$ cat src/rtl/vga_timing_ctrl.sv
// ============================================================================
// Module      : vga_timing_ctrl
// Description : VGA scan timing generator with internal pixel-rate enable and
//               frame-aligned start/stop handshake.
// Revision    : 1.0 - initial release
// ============================================================================
`default_nettype none

module vga_timing_ctrl #(
  parameter int   CLK_DIV   = 4,
  parameter int   H_ACTIVE  = 640,
  parameter int   H_FP      = 16,
  parameter int   H_SYNC    = 96,
  parameter int   H_BP      = 48,
  parameter int   V_ACTIVE  = 480,
  parameter int   V_FP      = 10,
  parameter int   V_SYNC    = 2,
  parameter int   V_BP      = 33,
  parameter logic HSYNC_POL = 1'b0,
  parameter logic VSYNC_POL = 1'b0,
  parameter int   CNT_W     = 10
) (
  input  logic             clk,
  input  logic             rst,
  input  logic             en,
  output logic             busy,
  output logic             pix_tick,
  output logic             hsync,
  output logic             vsync,
  output logic             video_on,
  output logic [CNT_W-1:0] x,
  output logic [CNT_W-1:0] y,
  output logic             line_start,
  output logic             frame_start
);

  localparam int H_TOTAL = H_ACTIVE + H_FP + H_SYNC + H_BP;
  localparam int V_TOTAL = V_ACTIVE + V_FP + V_SYNC + V_BP;
  localparam int DIV_W   = (CLK_DIV > 1) ? $clog2(CLK_DIV) : 1;

  localparam logic [DIV_W-1:0] C_DIV_MAX  = DIV_W'(CLK_DIV - 1);
  localparam logic [CNT_W-1:0] C_X_LAST   = CNT_W'(H_TOTAL - 1);
  localparam logic [CNT_W-1:0] C_Y_LAST   = CNT_W'(V_TOTAL - 1);
  localparam logic [CNT_W-1:0] C_H_ACT    = CNT_W'(H_ACTIVE);
  localparam logic [CNT_W-1:0] C_V_ACT    = CNT_W'(V_ACTIVE);
  localparam logic [CNT_W-1:0] C_HS_FIRST = CNT_W'(H_ACTIVE + H_FP);
  localparam logic [CNT_W-1:0] C_HS_LAST  = CNT_W'(H_ACTIVE + H_FP + H_SYNC - 1);
  localparam logic [CNT_W-1:0] C_VS_FIRST = CNT_W'(V_ACTIVE + V_FP);
  localparam logic [CNT_W-1:0] C_VS_LAST  = CNT_W'(V_ACTIVE + V_FP + V_SYNC - 1);

  typedef enum logic [1:0] {
    S_IDLE  = 2'd0,
    S_RUN   = 2'd1,
    S_DRAIN = 2'd2
  } state_t;

  state_t             r_state;
  state_t             w_state_nx;
  logic [DIV_W-1:0]   r_div_cnt;
  logic [DIV_W-1:0]   w_div_nx;
  logic [CNT_W-1:0]   w_x_nx;
  logic [CNT_W-1:0]   w_y_nx;
  logic               w_ls_nx;
  logic               w_fs_nx;
  logic               w_busy_nx;

  always_ff @(posedge clk or posedge rst) begin
    if (rst) r_state <= S_IDLE;
    else     r_state <= w_state_nx;
  end

  // Next-state and next-counter values; every output register decodes these
  // so the outputs line up with x/y without an extra pipeline stage.
  always_comb begin
    w_state_nx = r_state;
    w_div_nx   = r_div_cnt;
    w_x_nx     = x;
    w_y_nx     = y;
    w_ls_nx    = 1'b0;
    w_fs_nx    = 1'b0;
    case (r_state)
      S_IDLE: begin
        w_div_nx = '0;
        if (en) begin
          w_state_nx = S_RUN;
          w_x_nx     = '0;
          w_y_nx     = '0;
          w_ls_nx    = 1'b1;
          w_fs_nx    = 1'b1;
        end
      end
      default: begin
        w_div_nx   = (r_div_cnt == C_DIV_MAX) ? '0 : r_div_cnt + 1'b1;
        w_state_nx = en ? S_RUN : S_DRAIN;
        if (pix_tick) begin
          if (x == C_X_LAST) begin
            w_x_nx  = '0;
            w_ls_nx = 1'b1;
            if (y == C_Y_LAST) begin
              w_y_nx  = '0;
              w_fs_nx = 1'b1;
              // A pending stop lands exactly on the frame boundary.
              if (r_state == S_DRAIN && !en) begin
                w_state_nx = S_IDLE;
                w_div_nx   = '0;
                w_ls_nx    = 1'b0;
                w_fs_nx    = 1'b0;
              end
            end else begin
              w_y_nx = y + 1'b1;
            end
          end else begin
            w_x_nx = x + 1'b1;
          end
        end
      end
    endcase
    w_busy_nx = (w_state_nx != S_IDLE);
  end

  always_ff @(posedge clk or posedge rst) begin
    if (rst) begin
      r_div_cnt   <= '0;
      x           <= '0;
      y           <= '0;
      busy        <= 1'b0;
      pix_tick    <= 1'b0;
      video_on    <= 1'b0;
      line_start  <= 1'b0;
      frame_start <= 1'b0;
      hsync       <= ~HSYNC_POL;
      vsync       <= ~VSYNC_POL;
    end else begin
      r_div_cnt   <= w_div_nx;
      x           <= w_x_nx;
      y           <= w_y_nx;
      busy        <= w_busy_nx;
      pix_tick    <= w_busy_nx && (w_div_nx == C_DIV_MAX);
      video_on    <= w_busy_nx && (w_x_nx < C_H_ACT) && (w_y_nx < C_V_ACT);
      line_start  <= w_ls_nx;
      frame_start <= w_fs_nx;
      hsync       <= (w_busy_nx && w_x_nx >= C_HS_FIRST && w_x_nx <= C_HS_LAST)
                     ? HSYNC_POL : ~HSYNC_POL;
      vsync       <= (w_busy_nx && w_y_nx >= C_VS_FIRST && w_y_nx <= C_VS_LAST)
                     ? VSYNC_POL : ~VSYNC_POL;
    end
  end

endmodule

`default_nettype wire

$ cat config.mk
export PLATFORM = sky130hd
export DESIGN_NAME = vga_timing_ctrl
export DESIGN_NICKNAME = d
export VERILOG_FILES = /design/src/rtl/vga_timing_ctrl.sv
export SDC_FILE = /design/constraint.sdc
export NUM_CORES = 1
export LEC_CHECK = 0
export CORE_MARGIN = 2
export CORE_UTILIZATION = 50
export CTS_CLUSTER_SIZE = 40
export DETAILED_ROUTE_END_ITERATION = 16
export PLACE_DENSITY = 0.75
export SYNTH_ARGS = -nofsm -noshare
export SYNTH_HDL_FRONTEND = slang
export SYNTH_SLANG_ARGS = --single-unit
$ cat constraint.sdc
create_clock -name clk -period 3 [get_ports clk]
set_input_delay 0.6 -clock clk [delete_from_list [all_inputs] [get_ports clk]]
set_output_delay 0.6 -clock clk [all_outputs]
set_load 0.01 [all_outputs]
==> metrics.md <==
| Metric | Value |
|---|---|
| Postcts setup bufs | `0` |
| Slew Limit Fails | `0` |
| CTS tree | `yes` |
| GPL Wtd Cong | `around 0.9` |
| CP max FO | `7` |
| Max-Slew Margin vs Limit | `around 70%` |
| Antenna-violating nets left | `0` |
| Port-buffer cells | `29` |
| Crit path arrival time | `roughly 2800 ps` |
| Outcome | `finished clean` |
| # DRC | `0` |
| CTS buffer count | `5` |
| Area grow syn2layout | `21.2%` |
| Avg Cell Area, Syn | `roughly 9.4 sq um` |
| Core area | `~0.0034 sq mm` |
| Antenna diodes | `0` |
| Final setup viols | `0` |
| Cells after synthesis | `between 150 and 200` |
| Total number of yosys warnings | `0` |
| Post-DP HPWL | `3.21 mm` |
| # hold bufs at CTS | `0` |
| I/O pins | `30` |
| RSZ-0062 raised after global routing | `no` |
| DIE WIDTH | `between 60 and 70 microns` |
| First drt pass iteration count | `4` |
| Syn_nets | `~200` |
| Final net count | `~230` |
| Post-synth cell types | `52` |
| Worst Path Buf+Inv | `0` |
| Crit path launch type | `register` |
| Period utilization | `87.6%` |
| Maximum number of pins on one net before global-route repair | `32` |
| Largest family of logic cells by synthesized area | `simple AND/OR/NAND/NOR gates` |
| CP delay by family, top | `simple AND/OR/NAND/NOR gates` |
| Ys async rst share | `100%` |
| Xor/xnor cell area share of the yosys netlist | `0%` |
| Clock Skews | `around 24 ps` |
| Gr usage total | `approximately a quarter` |
| Remaining Overflow, GRT | `0` |
| Compound-Gate Fraction of Synth Area | `17.6%` |
| Setup TNS | `0 ps` |
| Die Y | `about 64 microns` |
| CP Class | `register to register` |
| CP max stage cell | `or3_2` |
| DR vias | `around 1700` |
| CP max stage delay | `around 530 ps` |
| Vias per cell | `roughly 6` |
| Clk_lat worst skew | `around 360 ps` |
| Pleak | `0.925 nW` |
| Max clock buf depth | `2` |
| Vias in the first global route | `between 1500 and 2000` |
| Clk root buf | `clkbuf_4` |
| MaxCap Viol Count | `0` |
| Utilization after layout | `~64%` |
| Initial antenna violation count | `0` |
| CTS H-tree depth | `2` |
| Max VDD drop | `approximately 0.36 mV` |
| Simple-gate share of the synthesized area | `28.4%` |
| Final hold slack | `466 ps` |
| Pwr/cell area | `~480 mW/mm^2` |
| EDFF count, synth | `0` |
| Crit-path cells | `ha_1 > o211a_1 > nand4_2 > or3_2 > mux2i_1 > nor4b_2 > a2111oi_0` |
| Maximum clock rate | `approximately 380 MHz` |
| Synth Area in Adders | `under 10%` |
| Hold Crit Class | `register to register` |
| Fillcell total | `297` |
| Cell Area, Synth | `about 0.0018 sq mm` |
| Top post-synthesis cells by area | `dfrtp_1 40%, nand2_1 3.7%, a21oi_1 3.6%, nand3_1 3.3%, o21ai_0 3.3%` |
| Yosys top cell area share | `between 30% and 40%` |
| Post-synthesis mux area share | `1.93%` |
| Clock slew at reported path FFs | `between 100 and 150 ps` |
| Post-CTS resize count | `0` |
| Layout cell share with drive strength beyond 1 | `between 10% and 20%` |
| Worst-Margin Slew | `443 ps` |
| Sink Count | `31` |
| Worst EP required | `approximately 3200 ps` |
| Hold Vio Cnt, Final | `0` |
| Initial Util | `approximately 53%` |
| Crit end category | `register` |
| Drt wl/cell | `16.6 microns` |
| Reg-to-reg slack, setup | `roughly 370 ps` |
| Register area share after synthesis | `42.9%` |
| Row count | `21` |
| First-pass GRT wire length | `a little under 8 mm` |
| Final Critical Period | `2630 ps` |
| Power after layout | `roughly 1.1 mW` |
| Register bit total from synthesis | `31` |
| Top_reg_cell synth | `dfrtp_1` |
| Full die area | `0.00413 sq mm` |
| Cell taking the most area after synthesis | `dfrtp_1` |
| Routed wire length | `approximately 4.5 mm` |
| DR iter-0 viols | `147` |
## worst reg2reg max path, delay by kind of cell (launching register included)
family          cells  cell delay (ps)
flops               1              450
compound gates      2              660
simple gates        3              950
mux                 1              150
fa+ha+maj           1              260
## cells by family after synthesis
| kind of cell | after synthesis |
|---|---|
| compound gates | 49 |
| fa+ha+maj | 4 |
| buf+inv | 20 |
| flops | 31 |
| mux | 3 |
| simple gates | 87 |
## cell usage after synthesis (all sizes together) (2+ instances only)
cell type,number
dfrtp,29
nand2,18
a21oi,13
nand3,12
nor2,12
o21ai,12
inv,10
nand4,8
and3,7
nor3,7
buf,6
a31oi,5
ha,4
nor4,4
or3,4
and2,3
clkbuf,3
o211ai,3
a31o,2
a32o,2
a41oi,2
dfstp,2
mux2i,2
nor2b,2
nor4b,2
or2,2
## cell usage in the layout (no fill, tap or decap), drive strengths merged, types with 4 or more instances in the layout
cell type      instances
a21oi                 13
a31oi                  5
and3                   7
buf                    4
clkbuf                 6
clkdlybuf4s50         29
dfrtp                 29
ha                     4
inv                   10
nand2                 18
nand3                 12
nand4                  8
nor2                  12
nor3                   7
nor4                   4
o21ai                 12
or3                    4
## report_power, final
| group | internal [mW] | switching (mW) |
|---|---|---|
| Clock | 0.197 | 0.153 |
| Sequential | 0.457 | 0.0539 |
| Combinational | 0.102 | 0.0884 |
| Total | 0.756 | 0.295 |
## sequential cells by signal, summed over array words and instances (netlist names), 2 cells and up
| signal | cells |
|---|---|
| r_div_cnt | 2 |
| x | 10 |
| y | 10 |
| r_state | 2 |
## worst paths after layout
path | start | to | cells past startpoint
worst max-delay path | x[0] | video_on | 7
worst min register to register | r_div_cnt[0] | r_div_cnt[0] | 1
max in group asynchronous | rst | hsync | 3
worst min-delay path | r_div_cnt[0] | r_div_cnt[0] | 1
min in group asynchronous | rst | y[5] | 3
worst max register to register | x[0] | video_on | 7
## per-stage QoR
| stage | setup WS, ps | area [sq um] | cells |
|---|---|---|---|
| 3_3_place_gp | 350 | 2110 | 263 |
| 6_report | 373 | 2200 | 271 |
| 5_1_grt | 196 | 2200 | 271 |
| 3_5_place_dp | 262 | 2110 | 263 |
| 4_1_cts | 382 | 2200 | 271 |
| 2_1_floorplan | 702 | 1820 | 194 |
## final cells by class
type | instances | area (sq um) | area share [%]
clock buffer | 6 | 51.3 | 2.33
clock inverter | 2 | 35.0 | 1.59
sequential | 31 | 778 | 35.4
tap | 46 | 57.6 | 2.62
multi-input combinational | 143 | 921 | 41.8
inverter | 10 | 37.5 | 1.71
timing repair buffer | 33 | 320 | 14.6
## layer usage
| metal | up-vias | wire length (microns) | part of all wire [%] | GRT usage (%) |
|---|---|---|---|---|
| li1 | 779 | - | - | - |
| met1 | 792 | 2020 | 45 | 33.0 |
| met2 | 76 | 2130 | 47 | 37.5 |
| met3 | 13 | 285 | 6.3 | 6.16 |
| met4 | 0 | 77 | 1.7 | 9.04 |
| met5 | - | 0 | 0 | 0 |
No activity file was read; power rests on OpenSTA's default activity.
